## config.mk

```make
export PLATFORM = sky130hd
export DESIGN_NAME = mostra_sequencia_flat
export DESIGN_NICKNAME = d
export VERILOG_FILES = /design/src/rtl/mostra_sequencia_pkg.sv /design/src/rtl/mostra_sequencia_if.sv /design/src/rtl/mostra_sequencia_rom.sv /design/src/rtl/mostra_sequencia.sv /design/src/flat_wrapper.sv
export SDC_FILE = /design/constraint.sdc
export NUM_CORES = 1
export LEC_CHECK = 0
export BUFFER_PORTS_ARGS = -buffer_cell sky130_fd_sc_hd__buf_2
export CORE_MARGIN = 5
export CORE_UTILIZATION = 56
export CTS_CLUSTER_DIAMETER = 40
export CTS_CLUSTER_SIZE = 14
export DETAILED_ROUTE_END_ITERATION = 10
export MAX_ROUTING_LAYER = met4
export PLACE_DENSITY = 0.75
export SYNTH_ARGS = -nofsm -noshare
export SYNTH_HDL_FRONTEND = slang
export SYNTH_SLANG_ARGS = --single-unit
```

## constraint.sdc

```tcl
create_clock -name clock -period 2.5 [get_ports clock]
set_input_delay 0.375 -clock clock [delete_from_list [all_inputs] [get_ports clock]]
set_output_delay 0.375 -clock clock [all_outputs]
set_load 0.02 [all_outputs]
```

## src/rtl/mostra_sequencia_pkg.sv

```systemverilog
// Shared definitions for the sequence presenter: state codes (same encoding as the
// game controller's db_estado), ROM geometry and small helpers.
package mostra_sequencia_pkg;

  localparam int unsigned ROM_LARGURA      = 4;
  localparam int unsigned ROM_PROFUNDIDADE = 16;
  localparam int unsigned ROM_ADDR_W       = $clog2(ROM_PROFUNDIDADE);

  typedef logic [ROM_LARGURA-1:0] item_t;
  typedef logic [ROM_ADDR_W-1:0]  endereco_t;

  typedef enum logic [3:0] {
    INICIAL = 4'h0,
    PREPARA = 4'h1,
    ACENDE  = 4'h2,
    APAGA   = 4'h3,
    PROXIMO = 4'h4,
    FIM     = 4'hF
  } estado_t;

  function automatic int unsigned max_u(input int unsigned a, input int unsigned b);
    return (a > b) ? a : b;
  endfunction

endpackage

```

## src/rtl/mostra_sequencia_if.sv

```systemverilog
// Control/status bundle between the game controller (master) and the presenter (slave).
// The abortar line exists only when SEQ_ABORT_EN is defined.
interface mostra_sequencia_if;
  import mostra_sequencia_pkg::*;

  logic      iniciar;
  endereco_t limite;
  item_t     leds;
  logic      mostrando;
  logic      pronto;
  endereco_t db_endereco;
  logic [3:0] db_estado;
`ifdef SEQ_ABORT_EN
  logic      abortar;

  modport master (
    output iniciar, limite, abortar,
    input  leds, mostrando, pronto, db_endereco, db_estado
  );

  modport slave (
    input  iniciar, limite, abortar,
    output leds, mostrando, pronto, db_endereco, db_estado
  );
`else
  modport master (
    output iniciar, limite,
    input  leds, mostrando, pronto, db_endereco, db_estado
  );

  modport slave (
    input  iniciar, limite,
    output leds, mostrando, pronto, db_endereco, db_estado
  );
`endif

endinterface

```

## src/rtl/mostra_sequencia_rom.sv

```systemverilog
// Asynchronous-read 16x4 ROM holding the one-hot sequence shown to the player.
module rom_sequencia_16x4
  import mostra_sequencia_pkg::*;
(
  input  endereco_t i_endereco,
  output item_t     o_dado
);

  always_comb begin
    o_dado = '0;
    unique case (i_endereco)
      4'h0: o_dado = 4'h1;
      4'h1: o_dado = 4'h2;
      4'h2: o_dado = 4'h4;
      4'h3: o_dado = 4'h8;
      4'h4: o_dado = 4'h4;
      4'h5: o_dado = 4'h2;
      4'h6: o_dado = 4'h1;
      4'h7: o_dado = 4'h1;
      4'h8: o_dado = 4'h2;
      4'h9: o_dado = 4'h2;
      4'hA: o_dado = 4'h4;
      4'hB: o_dado = 4'h4;
      4'hC: o_dado = 4'h8;
      4'hD: o_dado = 4'h8;
      4'hE: o_dado = 4'h1;
      4'hF: o_dado = 4'h4;
      default: o_dado = '0;
    endcase
  end

endmodule

```

## src/rtl/mostra_sequencia.sv

```systemverilog
// Sequence presenter: lights ROM items 0..limite one at a time with a dark gap after
// each, then pulses pronto. Defining SEQ_ABORT_EN adds the abortar input.
module mostra_sequencia
  import mostra_sequencia_pkg::*;
#(
  parameter int unsigned CICLOS_ACESO   = 1000,
  parameter int unsigned CICLOS_APAGADO = 500
) (
  input  logic              clock,
  input  logic              reset,
  mostra_sequencia_if.slave bus
);

  localparam int unsigned TIMER_W = $clog2(max_u(CICLOS_ACESO, CICLOS_APAGADO)) + 1;
  localparam logic [TIMER_W-1:0] FIM_ACESO   = TIMER_W'(CICLOS_ACESO - 1);
  localparam logic [TIMER_W-1:0] FIM_APAGADO = TIMER_W'(CICLOS_APAGADO - 1);

  estado_t             r_estado, w_estado_prox;
  endereco_t           r_endereco, w_endereco_prox;
  endereco_t           r_limite, w_limite_prox;
  logic [TIMER_W-1:0]  r_timer, w_timer_prox;

  item_t w_rom_dado;
  item_t w_leds;
  logic  w_mostrando;
  logic  w_pronto;

  rom_sequencia_16x4 u_rom (
    .i_endereco (r_endereco),
    .o_dado     (w_rom_dado)
  );

  always_ff @(posedge clock or posedge reset) begin
    if (reset) begin
      r_estado   <= INICIAL;
      r_endereco <= '0;
      r_limite   <= '0;
      r_timer    <= '0;
    end else begin
      r_estado   <= w_estado_prox;
      r_endereco <= w_endereco_prox;
      r_limite   <= w_limite_prox;
      r_timer    <= w_timer_prox;
    end
  end

  always_comb begin
    w_estado_prox   = r_estado;
    w_endereco_prox = r_endereco;
    w_limite_prox   = r_limite;
    w_timer_prox    = r_timer;

    unique case (r_estado)
      INICIAL: begin
        if (bus.iniciar) w_estado_prox = PREPARA;
      end
      PREPARA: begin
        w_endereco_prox = '0;
        w_timer_prox    = '0;
        w_limite_prox   = bus.limite;
        w_estado_prox   = ACENDE;
      end
      ACENDE: begin
        if (r_timer == FIM_ACESO) begin
          w_timer_prox  = '0;
          w_estado_prox = APAGA;
        end else begin
          w_timer_prox  = r_timer + 1'b1;
        end
      end
      APAGA: begin
        if (r_timer == FIM_APAGADO) begin
          w_timer_prox  = '0;
          w_estado_prox = (r_endereco == r_limite) ? FIM : PROXIMO;
        end else begin
          w_timer_prox  = r_timer + 1'b1;
        end
      end
      PROXIMO: begin
        w_endereco_prox = r_endereco + 1'b1;
        w_estado_prox   = ACENDE;
      end
      FIM: begin
        w_estado_prox = INICIAL;
      end
      default: begin
        w_estado_prox = INICIAL;
      end
    endcase

`ifdef SEQ_ABORT_EN
    // Abort overrides every transition above; limite_reg is left as is since PREPARA reloads it.
    if (bus.abortar && (r_estado != INICIAL)) begin
      w_estado_prox   = INICIAL;
      w_endereco_prox = '0;
      w_timer_prox    = '0;
    end
`endif
  end

  always_comb begin
    w_leds      = '0;
    w_mostrando = 1'b0;
    w_pronto    = 1'b0;
    unique case (r_estado)
      ACENDE: begin
        w_leds      = w_rom_dado;
        w_mostrando = 1'b1;
      end
      APAGA:   w_mostrando = 1'b1;
      PROXIMO: w_mostrando = 1'b1;
      FIM:     w_pronto    = 1'b1;
      default: begin
        w_leds      = '0;
        w_mostrando = 1'b0;
        w_pronto    = 1'b0;
      end
    endcase
  end

  assign bus.leds        = w_leds;
  assign bus.mostrando   = w_mostrando;
  assign bus.pronto      = w_pronto;
  assign bus.db_endereco = r_endereco;
  assign bus.db_estado   = r_estado;

endmodule
```

## src/flat_wrapper.sv

```systemverilog
// flat-port wrapper written by rule: the top's interface ports become plain ports
module mostra_sequencia_flat import mostra_sequencia_pkg::*;
#(
  parameter int unsigned CICLOS_ACESO   = 1000,
  parameter int unsigned CICLOS_APAGADO = 500
)
  (clock, reset, bus_iniciar, bus_limite, bus_leds, bus_mostrando, bus_pronto, bus_db_endereco, bus_db_estado);
  mostra_sequencia_if bus_i ();
  input  logic clock;
  input  logic reset;
  input wire logic [$bits(bus_i.iniciar)-1:0] bus_iniciar;
  input wire logic [$bits(bus_i.limite)-1:0] bus_limite;
  output wire logic [$bits(bus_i.leds)-1:0] bus_leds;
  output wire logic [$bits(bus_i.mostrando)-1:0] bus_mostrando;
  output wire logic [$bits(bus_i.pronto)-1:0] bus_pronto;
  output wire logic [$bits(bus_i.db_endereco)-1:0] bus_db_endereco;
  output wire logic [$bits(bus_i.db_estado)-1:0] bus_db_estado;
  assign bus_i.iniciar = bus_iniciar;
  assign bus_i.limite = bus_limite;
  assign bus_leds = bus_i.leds;
  assign bus_mostrando = bus_i.mostrando;
  assign bus_pronto = bus_i.pronto;
  assign bus_db_endereco = bus_i.db_endereco;
  assign bus_db_estado = bus_i.db_estado;
  mostra_sequencia #(.CICLOS_ACESO(CICLOS_ACESO), .CICLOS_APAGADO(CICLOS_APAGADO)) u_core (.clock(clock), .reset(reset), .bus(bus_i));
endmodule
```

==> results of run 1 <==
sequential cells by signal (all words and copies together) (netlist names):
| register | cells |
|---|---|
| u_core.bus.db_endereco | 4 |
| u_core.r_limite | 4 |
| u_core.r_timer | 11 |
| u_core.bus.db_estado | 4 |
synthesized netlist by cell type:
cell type / instances / area, sq um
dfrtp_1: 23 / 576
nor2_1: 13 / 48.8
nand2_1: 12 / 45.0
a31oi_1: 10 / 62.6
a21oi_1: 9 / 45.0
nand3_1: 8 / 40.0
ha_1: 6 / 75.1
inv_1: 6 / 22.5
clkbuf_1: 5 / 18.8
o21ai_0: 5 / 25.0
mux2_2: 4 / 45.0
nand2b_1: 4 / 25.0
nor2b_1: 4 / 25.0
xnor2_1: 4 / 35.0
nand4_1: 3 / 18.8
nor3_1: 3 / 15.0
o21ai_1: 3 / 15.0
a21o_1: 2 / 15.0
a21oi_2: 2 / 17.5
and3_1: 2 / 12.5
mux2i_1: 2 / 20.0
nor4b_2: 2 / 30.0
o31ai_1: 2 / 15.0
o31ai_4: 2 / 42.5
a211oi_1: 1 / 7.51
a22o_1: 1 / 8.76
and2_1: 1 / 6.26
and4bb_2: 1 / 12.5
buf_6: 1 / 11.3
mux4_2: 1 / 22.5
nand2_4: 1 / 11.3
nand3b_1: 1 / 7.51
nand4bb_1: 1 / 11.3
nor4_1: 1 / 6.26
or3_1: 1 / 6.26
or3b_1: 1 / 8.76
or4b_4: 1 / 13.8
area by class of cell:
class | count | area (sq um)
tap | 30 | 37.5
multi-input combinational | 114 | 796
clock buffer | 4 | 26.3
inverter | 6 | 22.5
timing repair buffer | 21 | 108
sequential | 23 | 577
fill | 212 | 888
through the flow:
| step | power (mW) | instances |
|---|---|---|
| 2_1_floorplan | 0.396 | 149 |
| 3_3_place_gp | 0.402 | 194 |
| 3_5_place_dp | 0.403 | 194 |
| 4_1_cts | 0.576 | 198 |
| 5_1_grt | 0.601 | 198 |
| 6_report | 0.573 | 198 |
power by group:
| group | internal, mW | total (mW) | switching [mW] | leakage [nW] |
|---|---|---|---|---|
| combinational | 0.00789 | 0.0179 | 0.0100 | 0.394 |
| sequential | 0.375 | 0.377 | 0.00209 | 0.295 |
| clock | 0.0626 | 0.178 | 0.115 | 0.0150 |
worst paths after layout:
check	startpoint	end	cells past startpoint
max	u_core.bus.db_endereco[0]	bus_leds[2]	5
min	reset	u_core.r_limite[2]	2
max reg2reg	u_core.r_timer[0]	u_core.r_timer[1]	5
min reg2reg	u_core.r_timer[8]	u_core.r_timer[8]	1
max in group asynchronous	reset	u_core.bus.db_endereco[1]	2
min in group clock	bus_limite[3]	u_core.r_limite[3]	2
timing repair:
action | CTS | global route
setup endpoints to repair | 0 | 1
gates resized for setup | 0 | 1
setup buffers | 0 | 0
cells by family after synthesis:
| kind of cell | after synthesis | synth area share (%) |
|---|---|---|
| flops | 23 | 40.4 |
| fa+ha+maj | 6 | 5.27 |
| xor+xnor | 4 | 2.46 |
| mux | 7 | 6.15 |
| simple gates | 60 | 24.2 |
| compound gates | 37 | 17.8 |
| buf+inv | 12 | 3.69 |
per-layer routing:
metal / up-vias / part of all wire (%)
li1: 577 / -
met5: - / 0
met3: 5 / 7.1
met4: 0 / 1.8
met2: 45 / 45
met1: 568 / 47
==> flow_summary_export.csv, run 1 <==
group,metric,value,unit
sta,finalSetupTns,0,ps
worst_setup_path,cpLargestDelayFamily,"flip-flops",
grt,antenna_found_initial,0,
sta,drv_slew,0,
grt,met1_usage,26.7,%
sta,postLayoutSetupSlackWorst,197,ps
worst_hold_path,hold_path_class,"primary input to asynchronous set/reset pin",
floorplan,core,0.00245,sq mm
job,drv_cap,0,
grt,busiest_layer,"met2",
floorplan,die-area,0.00365,sq mm
grt,met3_usage,3.83,%
clock_tree,clockBufferDepth,2,
drt,firstDrtPassIters,4,
worst_setup_path,critPathMaxFanout,8,
grt,grt_pass1_wl,5110,microns
sta,finClkSkew,3.66,ps
clock_tree,clk_pin_slew,120,ps
worst_setup_path,critPathRequiredTime,2120,ps
floorplan,rows,18,
worst_setup_path,critPathBufInv,2,
drt,wirelength,3010,microns
placed_design,port-buffer-count,20,
sta,fmax,0.434,GHz
cells_and_area,drive_above_1_share,23.2,%
sta,hold_viol_final,0,
placed_design,hpwlAfterDp,2200,microns
cells_and_area,design_area,0.00157,sq mm
floorplan,start_util,58.0,%
grt,grt_pass1_vias,1082,
logic_synthesis,ys_warn_count,0,
sta,finalSetupViolations,0,
placed_design,place_congestion,0.858,
power,p_per_area,366,mW/mm^2
grt,grt_usage,19.6,%
worst_setup_path,worstSetupPathType,"flop to primary output",
worst_setup_path,slowest_delay,500,ps
logic_synthesis,syn_area,0.00142,sq mm
floorplan,die_h,60.4,microns
logic_synthesis,syn_nets,162,
drt,routedWlPerCell,15.2,microns
worst_setup_path,crit_slowest_cell,"dfrtp_1",
floorplan,io_pins,21,
worst_setup_path,worstPathArrival,1930,ps
placed_design,dp_slack,441,ps
clock_tree,cts.sinks,23,
cells_and_area,fin_nets,182,
cells_and_area,finalCoreUtilization,63.8,%
clock_tree,clockRootBuffer,"clkbuf_4",
logic_synthesis,synthDistinctLibCells,37,
sta,worst_pin_slew,849,ps
drt,vias,1195,
sta,slew_headroom,43.3,%
power,leakage,0.704,nW
logic_synthesis,syn_inst,149,
clock_tree,hold_buffers,0,
grt,grt_use_met2,28.5,%
cells_and_area,final_cell_mix,"dfrtp_1, buf_2, nor2_1",
worst_setup_path,endpoint_kind,"primary output",
placed_design,placed_area,0.00154,sq mm
sta,whs,200,ps
grt,grt_overflow,0,
cells_and_area,layout.cells.most_common,"dfrtp_1",
logic_synthesis,synth_seq_cells,23,
sta,rsz0062_at_grt,"false",
cells_and_area,area_growth,10.0,%
drt,drt_iter0_drc,61,
drt,drtAntennaViolNets,0,
worst_setup_path,reg2reg_slack,400,ps
sta,fin_crit,2300,ps
clock_tree,tritoncts,"done",
floorplan,die_x,60.4,microns
outcome,status,"complete, no violations",
worst_setup_path,path_cells,"inv_1 > ha_1 > mux4_2 > and2_1 > buf_2",
worst_setup_path,start_kind,"flop",
logic_synthesis,synth.avg_cell_area,9.56,sq um
power,irDropWorstVdd,0.292,mV
clock_tree,cts_max_level,1,
cells_and_area,diodes,0,
drt,vias_per_cell,6.04,
grt,grt_max_degree,24,
clock_tree,clk_latency,320,ps
clock_tree,cts_buffers,3,
sta,timing.final.crit_share,92.1,%
logic_synthesis,yosysSeqAreaShare,40.4,%
drt,drc,0,
No activity file was read; power rests on OpenSTA's default activity.
==> run 2: changes to the inputs <==
--- a/config.mk
+++ b/config.mk
@@ -6,11 +6,13 @@
 export NUM_CORES = 1
 export LEC_CHECK = 0
 export BUFFER_PORTS_ARGS = -buffer_cell sky130_fd_sc_hd__buf_2
+export CAP_MARGIN = 15
 export CORE_MARGIN = 5
 export CORE_UTILIZATION = 56
 export CTS_CLUSTER_DIAMETER = 40
 export CTS_CLUSTER_SIZE = 14
 export DETAILED_ROUTE_END_ITERATION = 10
+export GPL_TIMING_DRIVEN = 0
 export MAX_ROUTING_LAYER = met4
 export PLACE_DENSITY = 0.75
 export SYNTH_ARGS = -nofsm -noshare
==> run 2 against run 1 <==
Net effect:
- first-iteration DRC count up 11%
- clock skew down 1.9 ps
- global-route usage down 1.3 points
- hold slack better by 17 ps
- non-clock buffer count up 5
- critical path depth unchanged
- sequential power about the same
- power down 1.1%
- via count down 2.4%
- combinational power about the same
- largest cell class unchanged
==> flow_summary_export.csv, run 2 (synthesized netlist as in run 1, its figures left out) <==
group,metric,value,unit
drt,vias_per_cell,5.74,
sta,rsz0062_at_grt,"false",
drt,wl_met2,1320,microns
job,drv_cap,0,
worst_setup_path,worstSetupPathType,"flop to primary output",
clock_tree,clockRootBuffer,"clkbuf_4",
drt,highest_layer,"met4",
worst_setup_path,worstPathArrival,1960,ps
drt,wirelength,2860,microns
cells_and_area,finalCoreUtilization,64.7,%
worst_setup_path,rr_worst_depth,7,
clock_tree,cts_max_level,1,
worst_setup_path,endpoint_kind,"primary output",
drt,drt_iter0_drc,68,
drt,drc,0,
power,irDropWorstVdd,0.327,mV
floorplan,die_x,60.4,microns
sta,finalSetupViolations,0,
cells_and_area,area_growth,11.5,%
clock_tree,cts_setup_buffers,0,
power,leakage,0.714,nW
power,p_per_area,357,mW/mm^2
placed_design,placed_area,0.00156,sq mm
cells_and_area,regMostFlops,"u_core.r_timer",
worst_setup_path,crit_slowest_cell,"dfrtp_1",
clock_tree,cts_buffers,3,
clock_tree,post_cts_resized,0,
floorplan,die-area,0.00365,sq mm
grt,grt_pass1_vias,1115,
grt,antenna_found_initial,0,
outcome,status,"complete, no violations",
sta,timing.final.crit_share,93.4,%
cells_and_area,layout.cells.most_common,"dfrtp_1",
cells_and_area,diodes,0,
worst_setup_path,critPathRequiredTime,2120,ps
grt,grt_max_degree,24,
worst_setup_path,slowest_delay,530,ps
grt,grt_usage,18.3,%
floorplan,io_pins,21,
drt,firstDrtPassIters,4,
sta,drv_slew,0,
grt,grt_pass1_wl,4900,microns
worst_setup_path,critPathMaxFanout,9,
sta,slew_headroom,31.5,%
cells_and_area,fin_nets,187,
placed_design,port-buffer-count,20,
cells_and_area,largest_reg_flops,11,
sta,worst_pin_slew,1020,ps
grt,grt_overflow,0,
clock_tree,cts.sinks,23,
placed_design,hpwlAfterDp,2210,microns
clock_tree,clk_latency,300,ps
worst_hold_path,hold_path_class,"primary input to asynchronous set/reset pin",
sta,finalSetupTns,0,ps
sta,hold_viol_final,0,
drt,vias,1166,
sta,finClkSkew,1.74,ps
clock_tree,clk_pin_slew,120,ps
placed_design,place_congestion,0.822,
drt,routedWlPerCell,14.1,microns
worst_setup_path,critPathBufInv,2,
clock_tree,hold_buffers,0,
sta,fin_crit,2330,ps
cells_and_area,drive_above_1_share,22.0,%
cells_and_area,design_area,0.00159,sq mm
clock_tree,tritoncts,"done",
drt,met3WireLength,144,microns
drt,drtAntennaViolNets,0,
drt,met1_length,1380,microns
cells_and_area,final_cell_mix,"dfrtp_1, buf_2, nor2_1",
clock_tree,clockBufferDepth,2,
worst_setup_path,path_cells,"inv_1 > ha_1 > mux4_2 > and2_1 > buf_2",
sta,fmax,0.428,GHz
worst_setup_path,cpLargestDelayFamily,"flip-flops",
floorplan,core,0.00245,sq mm
worst_setup_path,start_kind,"flop",
floorplan,die_h,60.4,microns
worst_setup_path,worstSetupPathDepth,5,
floorplan,rows,18,
floorplan,start_util,58.0,%
-- run 2: changes by cell type in the layout (fill, tap and decap cells not counted) --
cell	delta
clkbuf_1	+5
buf_4	-1
buf_6	+1
dfrtp_1	+1
dfrtp_2	-1
-- run 2: cell type report --
| cell class | instances | area (sq um) |
|---|---|---|
| tap | 30 | 37.5 |
| inverter | 6 | 22.5 |
| multi-input combinational | 114 | 796 |
| clock buffer | 4 | 26.3 |
| buffer | 6 | 30.0 |
| sequential | 23 | 576 |
| timing repair buffer | 20 | 100 |
| fill | 223 | 867 |
-- run 2: worst reg2reg max path: stages, from the launching register on --
cell and delay [ps]:
dfrtp_1 420, ha_1 270, or3b_1 420, o31ai_4 400, nand2_4 150, buf_6 180, a21oi_1 130, a31oi_1 60
-- run 2: per-stage QoR --
step | power, mW | std cells | hold WS (ps) | setup WS [ps]
CTS | 0.573 | 203 | 240 | 155
floorplan | 0.396 | 149 | 377 | 569
global route | 0.595 | 203 | 259 | 63.3
finish | 0.567 | 203 | 217 | 165
detailed placement | 0.403 | 199 | 497 | 336
global placement | 0.403 | 199 | 485 | 403
-- run 2: worst paths after layout --
kind	end	slack [ps]	from
setup / recovery	bus_leds[2]	170	u_core.bus.db_endereco[1]
hold / removal	u_core.r_limite[1]	220	reset
setup reg to reg	u_core.r_timer[9]	310	u_core.r_timer[0]
hold reg to reg	u_core.r_timer[8]	520	u_core.r_timer[8]
max in group asynchronous	u_core.r_timer[10]	1760	reset
min in group clock	u_core.r_limite[3]	290	bus_limite[3]
-- run 2: power breakdown --
part	switching (mW)	total (mW)	internal [mW]	leakage, nW
Sequential	0.00219	0.377	0.375	0.297
Combinational	0.00994	0.0178	0.00787	0.401
Clock	0.109	0.172	0.0622	0.0150
-- run 2: per-layer routing --
| metal | global-route usage (%) | up-vias |
|---|---|---|
| met2 | 27.2 | 26 |
| met3 | 3.19 | 2 |
| met4 | 8.36 | 0 |
| li1 | - | 591 |
| met5 | - | - |
| met1 | 24.4 | 547 |
